File: src/rtl/bpsk_pkg.sv
// Shared BPSK definitions for the modulator and demodulator: default widths,
// accumulator sizing and the square-carrier phase.
package bpsk_pkg;

  localparam int DATA_W_DEF    = 24;
  localparam int SPS_DEF       = 8;
  localparam int WORD_BITS_DEF = 24;

  function automatic int acc_width(input int data_w, input int sps);
    return data_w + $clog2(sps) + 1;
  endfunction

  // 0 selects the +1 half of the symbol, 1 selects the -1 half
  function automatic logic carrier_sign(input int smp_cnt, input int sps);
    return (smp_cnt >= sps / 2);
  endfunction

endpackage

File: src/rtl/bpsk_symbol_correlator.sv
// Per-symbol correlator: multiplies each accepted sample by the square carrier,
// accumulates over SPS samples and slices one bit at the last sample.
module bpsk_symbol_correlator
  import bpsk_pkg::*;
#(
  parameter int DATA_W = DATA_W_DEF,
  parameter int SPS    = SPS_DEF,
  localparam int ACC_W = acc_width(DATA_W, SPS)
) (
  input  logic                     clk,
  input  logic                     rst,
  input  logic                     accept,
  input  logic                     clear,
  input  logic signed [DATA_W-1:0] in_data,
  output logic                     smp_last,
  output logic                     bit_valid,
  output logic                     sym_bit,
  output logic signed [ACC_W-1:0]  acc_next
);

  localparam int SMP_W = $clog2(SPS);

  logic [SMP_W-1:0]        smp_cnt;
  logic signed [ACC_W-1:0] acc;
  logic signed [ACC_W-1:0] smp_ext;

  assign smp_ext   = {{(ACC_W-DATA_W){in_data[DATA_W-1]}}, in_data};
  assign acc_next  = carrier_sign(int'(smp_cnt), SPS) ? (acc - smp_ext) : (acc + smp_ext);
  assign smp_last  = (smp_cnt == SMP_W'(SPS - 1));
  assign bit_valid = accept & smp_last;
  // a zero correlation is sliced as 1
  assign sym_bit   = ~acc_next[ACC_W-1];

  always_ff @(posedge clk or posedge rst) begin
    if (rst) begin
      smp_cnt <= '0;
      acc     <= '0;
    end else if (clear) begin
      smp_cnt <= '0;
      acc     <= '0;
    end else if (accept) begin
      if (smp_last) begin
        smp_cnt <= '0;
        acc     <= '0;
      end else begin
        smp_cnt <= smp_cnt + SMP_W'(1);
        acc     <= acc_next;
      end
    end
  end

endmodule

File: src/rtl/bpsk_demodulator.sv
// BPSK receive demodulator: correlates symbols, packs WORD_BITS bits MSB-first
// into a word and offers it on out_valid/out_ready. Optional squelch statistics
// are built when BPSK_DEMOD_SQUELCH_EN is defined.
module bpsk_demodulator
  import bpsk_pkg::*;
#(
  parameter int DATA_W    = DATA_W_DEF,
  parameter int SPS       = SPS_DEF,
  parameter int WORD_BITS = WORD_BITS_DEF,
  localparam int ACC_W    = acc_width(DATA_W, SPS)
) (
  input  logic                     CLOCK_50,
  input  logic                     reset,
  input  logic                     in_valid,
  input  logic signed [DATA_W-1:0] in_data,
  output logic                     in_ready,
  input  logic                     align,
  output logic                     out_valid,
  output logic [DATA_W-1:0]        out_data,
  input  logic                     out_ready,
  output logic                     overrun
`ifdef BPSK_DEMOD_SQUELCH_EN
  ,
  input  logic [ACC_W-1:0]         squelch_thr,
  output logic [15:0]              low_conf_cnt
`endif
);

  localparam int BC_W = $clog2(WORD_BITS + 1);

  logic                    accept;
  logic                    smp_last;
  logic                    bit_valid;
  logic                    sym_bit;
  logic signed [ACC_W-1:0] acc_next;
  logic [BC_W-1:0]         bit_cnt;
  logic [WORD_BITS-1:0]    sr;
  logic [WORD_BITS-1:0]    sr_next;
  logic                    bit_last;
  logic                    word_end;

  assign bit_last = (bit_cnt == BC_W'(WORD_BITS - 1));
  // only the sample that would complete a word can be held off
  assign in_ready = ~(out_valid & ~out_ready & smp_last & bit_last);
  assign accept   = in_valid & in_ready & ~align;
  assign sr_next  = WORD_BITS'({sr, sym_bit});
  assign word_end = bit_valid & bit_last;

  bpsk_symbol_correlator #(
    .DATA_W (DATA_W),
    .SPS    (SPS)
  ) u_corr (
    .clk       (CLOCK_50),
    .rst       (reset),
    .accept    (accept),
    .clear     (align),
    .in_data   (in_data),
    .smp_last  (smp_last),
    .bit_valid (bit_valid),
    .sym_bit   (sym_bit),
    .acc_next  (acc_next)
  );

  always_ff @(posedge CLOCK_50 or posedge reset) begin
    if (reset) begin
      bit_cnt <= '0;
      sr      <= '0;
      overrun <= 1'b0;
    end else if (align) begin
      bit_cnt <= '0;
      sr      <= '0;
      overrun <= 1'b0;
    end else begin
      if (in_valid & ~in_ready)
        overrun <= 1'b1;
      if (bit_valid) begin
        sr      <= sr_next;
        bit_cnt <= bit_last ? '0 : bit_cnt + BC_W'(1);
      end
    end
  end

  // output register is left alone by align so a pending word survives
  always_ff @(posedge CLOCK_50 or posedge reset) begin
    if (reset) begin
      out_valid <= 1'b0;
      out_data  <= '0;
    end else begin
      if (out_valid & out_ready)
        out_valid <= 1'b0;
      if (word_end & ~align) begin
        out_valid <= 1'b1;
        out_data  <= DATA_W'(sr_next);
      end
    end
  end

`ifdef BPSK_DEMOD_SQUELCH_EN
  logic [ACC_W-1:0] acc_mag;

  assign acc_mag = acc_next[ACC_W-1] ? ACC_W'(-acc_next) : ACC_W'(acc_next);

  always_ff @(posedge CLOCK_50 or posedge reset) begin
    if (reset)
      low_conf_cnt <= '0;
    else if (align)
      low_conf_cnt <= '0;
    else if (bit_valid && (acc_mag < squelch_thr) && (low_conf_cnt != 16'hFFFF))
      low_conf_cnt <= low_conf_cnt + 16'd1;
  end
`endif

endmodule

File: config.mk
export PLATFORM = sky130hd
export DESIGN_NAME = bpsk_demodulator
export DESIGN_NICKNAME = d
export VERILOG_FILES = /design/src/rtl/bpsk_pkg.sv /design/src/rtl/bpsk_symbol_correlator.sv /design/src/rtl/bpsk_demodulator.sv
export SDC_FILE = /design/constraint.sdc
export NUM_CORES = 1
export LEC_CHECK = 0
export ABC_AREA = 0
export CORE_UTILIZATION = 38
export DETAILED_ROUTE_END_ITERATION = 7
export GPL_ROUTABILITY_DRIVEN = 0
export HOLD_SLACK_MARGIN = 0.02
export PLACE_DENSITY = 0.68
export RECOVER_POWER = 100
export SLEW_MARGIN = 15
export SYNTH_ARGS = -nofsm -noshare
export SYNTH_HDL_FRONTEND = slang
export SYNTH_HIERARCHICAL = 1
export SYNTH_SLANG_ARGS = --single-unit
File: constraint.sdc
create_clock -name CLOCK_50 -period 5.66 [get_ports CLOCK_50]
set_input_delay 1.698 -clock CLOCK_50 [delete_from_list [all_inputs] [get_ports CLOCK_50]]
set_output_delay 1.698 -clock CLOCK_50 [all_outputs]
set_load 0.01 [all_outputs]
==> out/metrics.cfg, run 1 <==
[cts]
clock-root-buffer=sky130_fd_sc_hd__clkbuf_16
clockBufferDepth=2
clk_pin_slew_ns=0.07
clkSinkCount=85
numCtsBuffers=9
cts_tree=yes
cts_hold_buffers=0
htree_num_levels=3
clock_latency_ns=0.34

[global_route]
grt_max_degree=55
globalRouteOverflowTotal=0
vias_in_the_first_global_route=4653
initial_antenna_violation_count=0
global_route_wire_length_before_repair_um=22000
grt_use_total_pct=18.51

[flow_run]
maxCapViolations=4

[min_path]
holdCritPathClass=register to register
timing.hold.worst.start=out_data[4]
timing.hold.worst_path_depth=1
worst_hold_path.endpoint=out_data[4]

[sta]
max_freq_mhz=178.3
setup-violations-final=0
clock-skew-final_ns=0.01242
timing.slew.headroom_pct=-89.07
final-max-slew-violation-count=147
final_cycle_share_pct=99.09
timing.final.hold_violations=0
worst_slew_pin_slew_ns=2.836
min_period_ns=5.608
pnr_worst_setup_slack_ns=0.05173

[floorplanning]
floorplan.die_area_sq_mm=0.01499
fp-row-count=43
placeable_area_sq_mm=0.01404
total_i_o_pin_count=56
initial_utilization_pct=39.26
die_width_um=122.4
die_h_um=122.4

[cells_and_area]
num_antenna_cells=0
post_route_cells_drive_above_1_share_pct=12.97
layout.cells.non_filler=843
filler_cell_count_in_the_final_layout=1328
most_common_library_cell_in_the_layout_ignoring_fill_and_taps=sky130_fd_sc_hd__dfrtp_1
fin_area_sq_mm=0.006839
area_delta_synth_final_pct=24.06
layout.nets=720
layout_common_cells=85 x sky130_fd_sc_hd__dfrtp_1, 67 x sky130_fd_sc_hd__nor2_1, 45 x sky130_fd_sc_hd__buf_4

[power]
power.density_cell_area_mw_per_mm2=225.3
vdd.ir_drop.worst_v=0.0001587
leakagePower_nw=3.239

[outcome]
failed_checks=max-capacitance violations, max-slew violations
outcome=finished, violations left

[detailed_routing]
route.antenna.remaining_nets=0
routedWlPerCell_um=15.75
detail_route.first_pass.iterations=5
drt_first_iter_violations=300
routed_via_density=5.514
routed_wl_um=13270
vias=4648
drc=0

[critical_path]
worst-r2r-setup-slack_ns=1.61
kind_of_critical_path=input pin to register
r2r_start=u_corr/smp_cnt[2]
required_ns=5.88
critical_path.max_fanout=4
worst_setup_path_end_kind=register
rr_endpoint=bit_cnt[3]
startpoint_type=input pin
crit_path_start=in_data[5]
cp_data_arrival_time_ns=5.83
rr_worst_depth=7

[placed_design]
dpl_cells=822
io_buffers=55
dpl.hpwl_um=9668
place_ws_ns=-0.3694
postPlaceCellArea_sq_mm=0.006555

[synth]
post_synthesis_cell_count=559
yosys_warnings=6
mappedNetlistNets=621
synthesis.area_per_instance_sq_um=9.862
synthesis.area_sq_mm=0.005513

## stage by stage
step	power, W	util [%]	hold WS (ns)	TNS [ns]
final	0.001541	48.70	0.4911	0
after global routing	0.001615	48.70	0.5102	-0.01899
after CTS	0.001546	48.82	0.5013	0
after detailed placement	0.0009613	46.68	0.4705	-1.855
after global placement	0.0009485	46.68	0.4636	-1.192
after floorplan	0.0008466	-	0.4498	0
## power breakdown
part / leakage, nW / internal, W / switching [W]
logic: 1.92 / 0.000151 / 0.000177
registers: 1.18 / 0.000624 / 0.0000119
clock network: 0.142 / 0.000317 / 0.000260
## how the worst max path moves through the flow
stage | slack, ns | cells after the start | to
after floorplan | 0.29 | 15 | u_corr/acc[25]
after detailed placement | -0.37 | 17 | out_data[0]
after global placement | -0.29 | 17 | out_data[0]
after CTS | 0.06 | 17 | sr[0]
final | 0.05 | 17 | u_corr/acc[25]
after global routing | -0.02 | 17 | u_corr/acc[25]
## critical path, stage by stage
cell and delay, ns:
sky130_fd_sc_hd__dlymetal6s2s_1 0.14, sky130_fd_sc_hd__or4_4 0.58, sky130_fd_sc_hd__or4_4 0.58, sky130_fd_sc_hd__and2b_1 0.23, sky130_fd_sc_hd__and3_4 0.19, sky130_fd_sc_hd__buf_4 0.11
sky130_fd_sc_hd__a21oi_1 0.07, sky130_fd_sc_hd__xnor2_1 0.27, sky130_fd_sc_hd__ha_1 0.32, sky130_fd_sc_hd__buf_4 0.16, sky130_fd_sc_hd__nand2_1 0.05, sky130_fd_sc_hd__o21ai_0 0.13
sky130_fd_sc_hd__a211oi_1 0.27, sky130_fd_sc_hd__nor3b_1 0.10, sky130_fd_sc_hd__o21a_1 0.19, sky130_fd_sc_hd__or4_1 0.46, sky130_fd_sc_hd__a32o_1 0.27
## metal layers
layer,vias up,global-route usage [%],wire length [um]
li1,2228,-,-
met1,2251,22.91,5951
met2,146,32.37,6500
met3,23,3.299,581
met4,0,5.945,241
met5,-,0,0
## what timing repair did
| item | CTS | global route |
|---|---|---|
| resized for setup | 2 | 17 |
| setup endpoints to repair | 2 | 6 |
| buffers inserted | 0 | 5 |
| pin swaps | 0 | 15 |
## final cells by class
type                       instances  area (sq um)  share of cell area [%]
inverter                          13         48.80                  0.7135
tap                              180         225.2                   3.293
timing repair buffer             114         965.9                   14.12
clock buffer                      10         239.0                   3.494
clock inverter                     6         53.80                  0.7867
sequential                        85          2127                   31.10
multi-input combinational        435          3179                   46.49
## registers in the layout, summed over array words and instances, names as in the netlist
register / count
sr: 23
bit_cnt: 5
u_corr/acc: 28
overrun: 1
u_corr/smp_cnt: 3
out_valid: 1
out_data: 24
Note: power is estimated with default switching activity, not from simulation.
==> run 2: changes to the inputs <==
--- a/config.mk
+++ b/config.mk
@@ -9,7 +9,7 @@
 export CORE_UTILIZATION = 38
 export DETAILED_ROUTE_END_ITERATION = 7
 export GPL_ROUTABILITY_DRIVEN = 0
-export HOLD_SLACK_MARGIN = 0.02
+export HOLD_SLACK_MARGIN = 0.03
 export PLACE_DENSITY = 0.68
 export RECOVER_POWER = 100
 export SLEW_MARGIN = 15
==> results of run 2 <==
Final layout, timing and power as in run 1 (identical DEF).
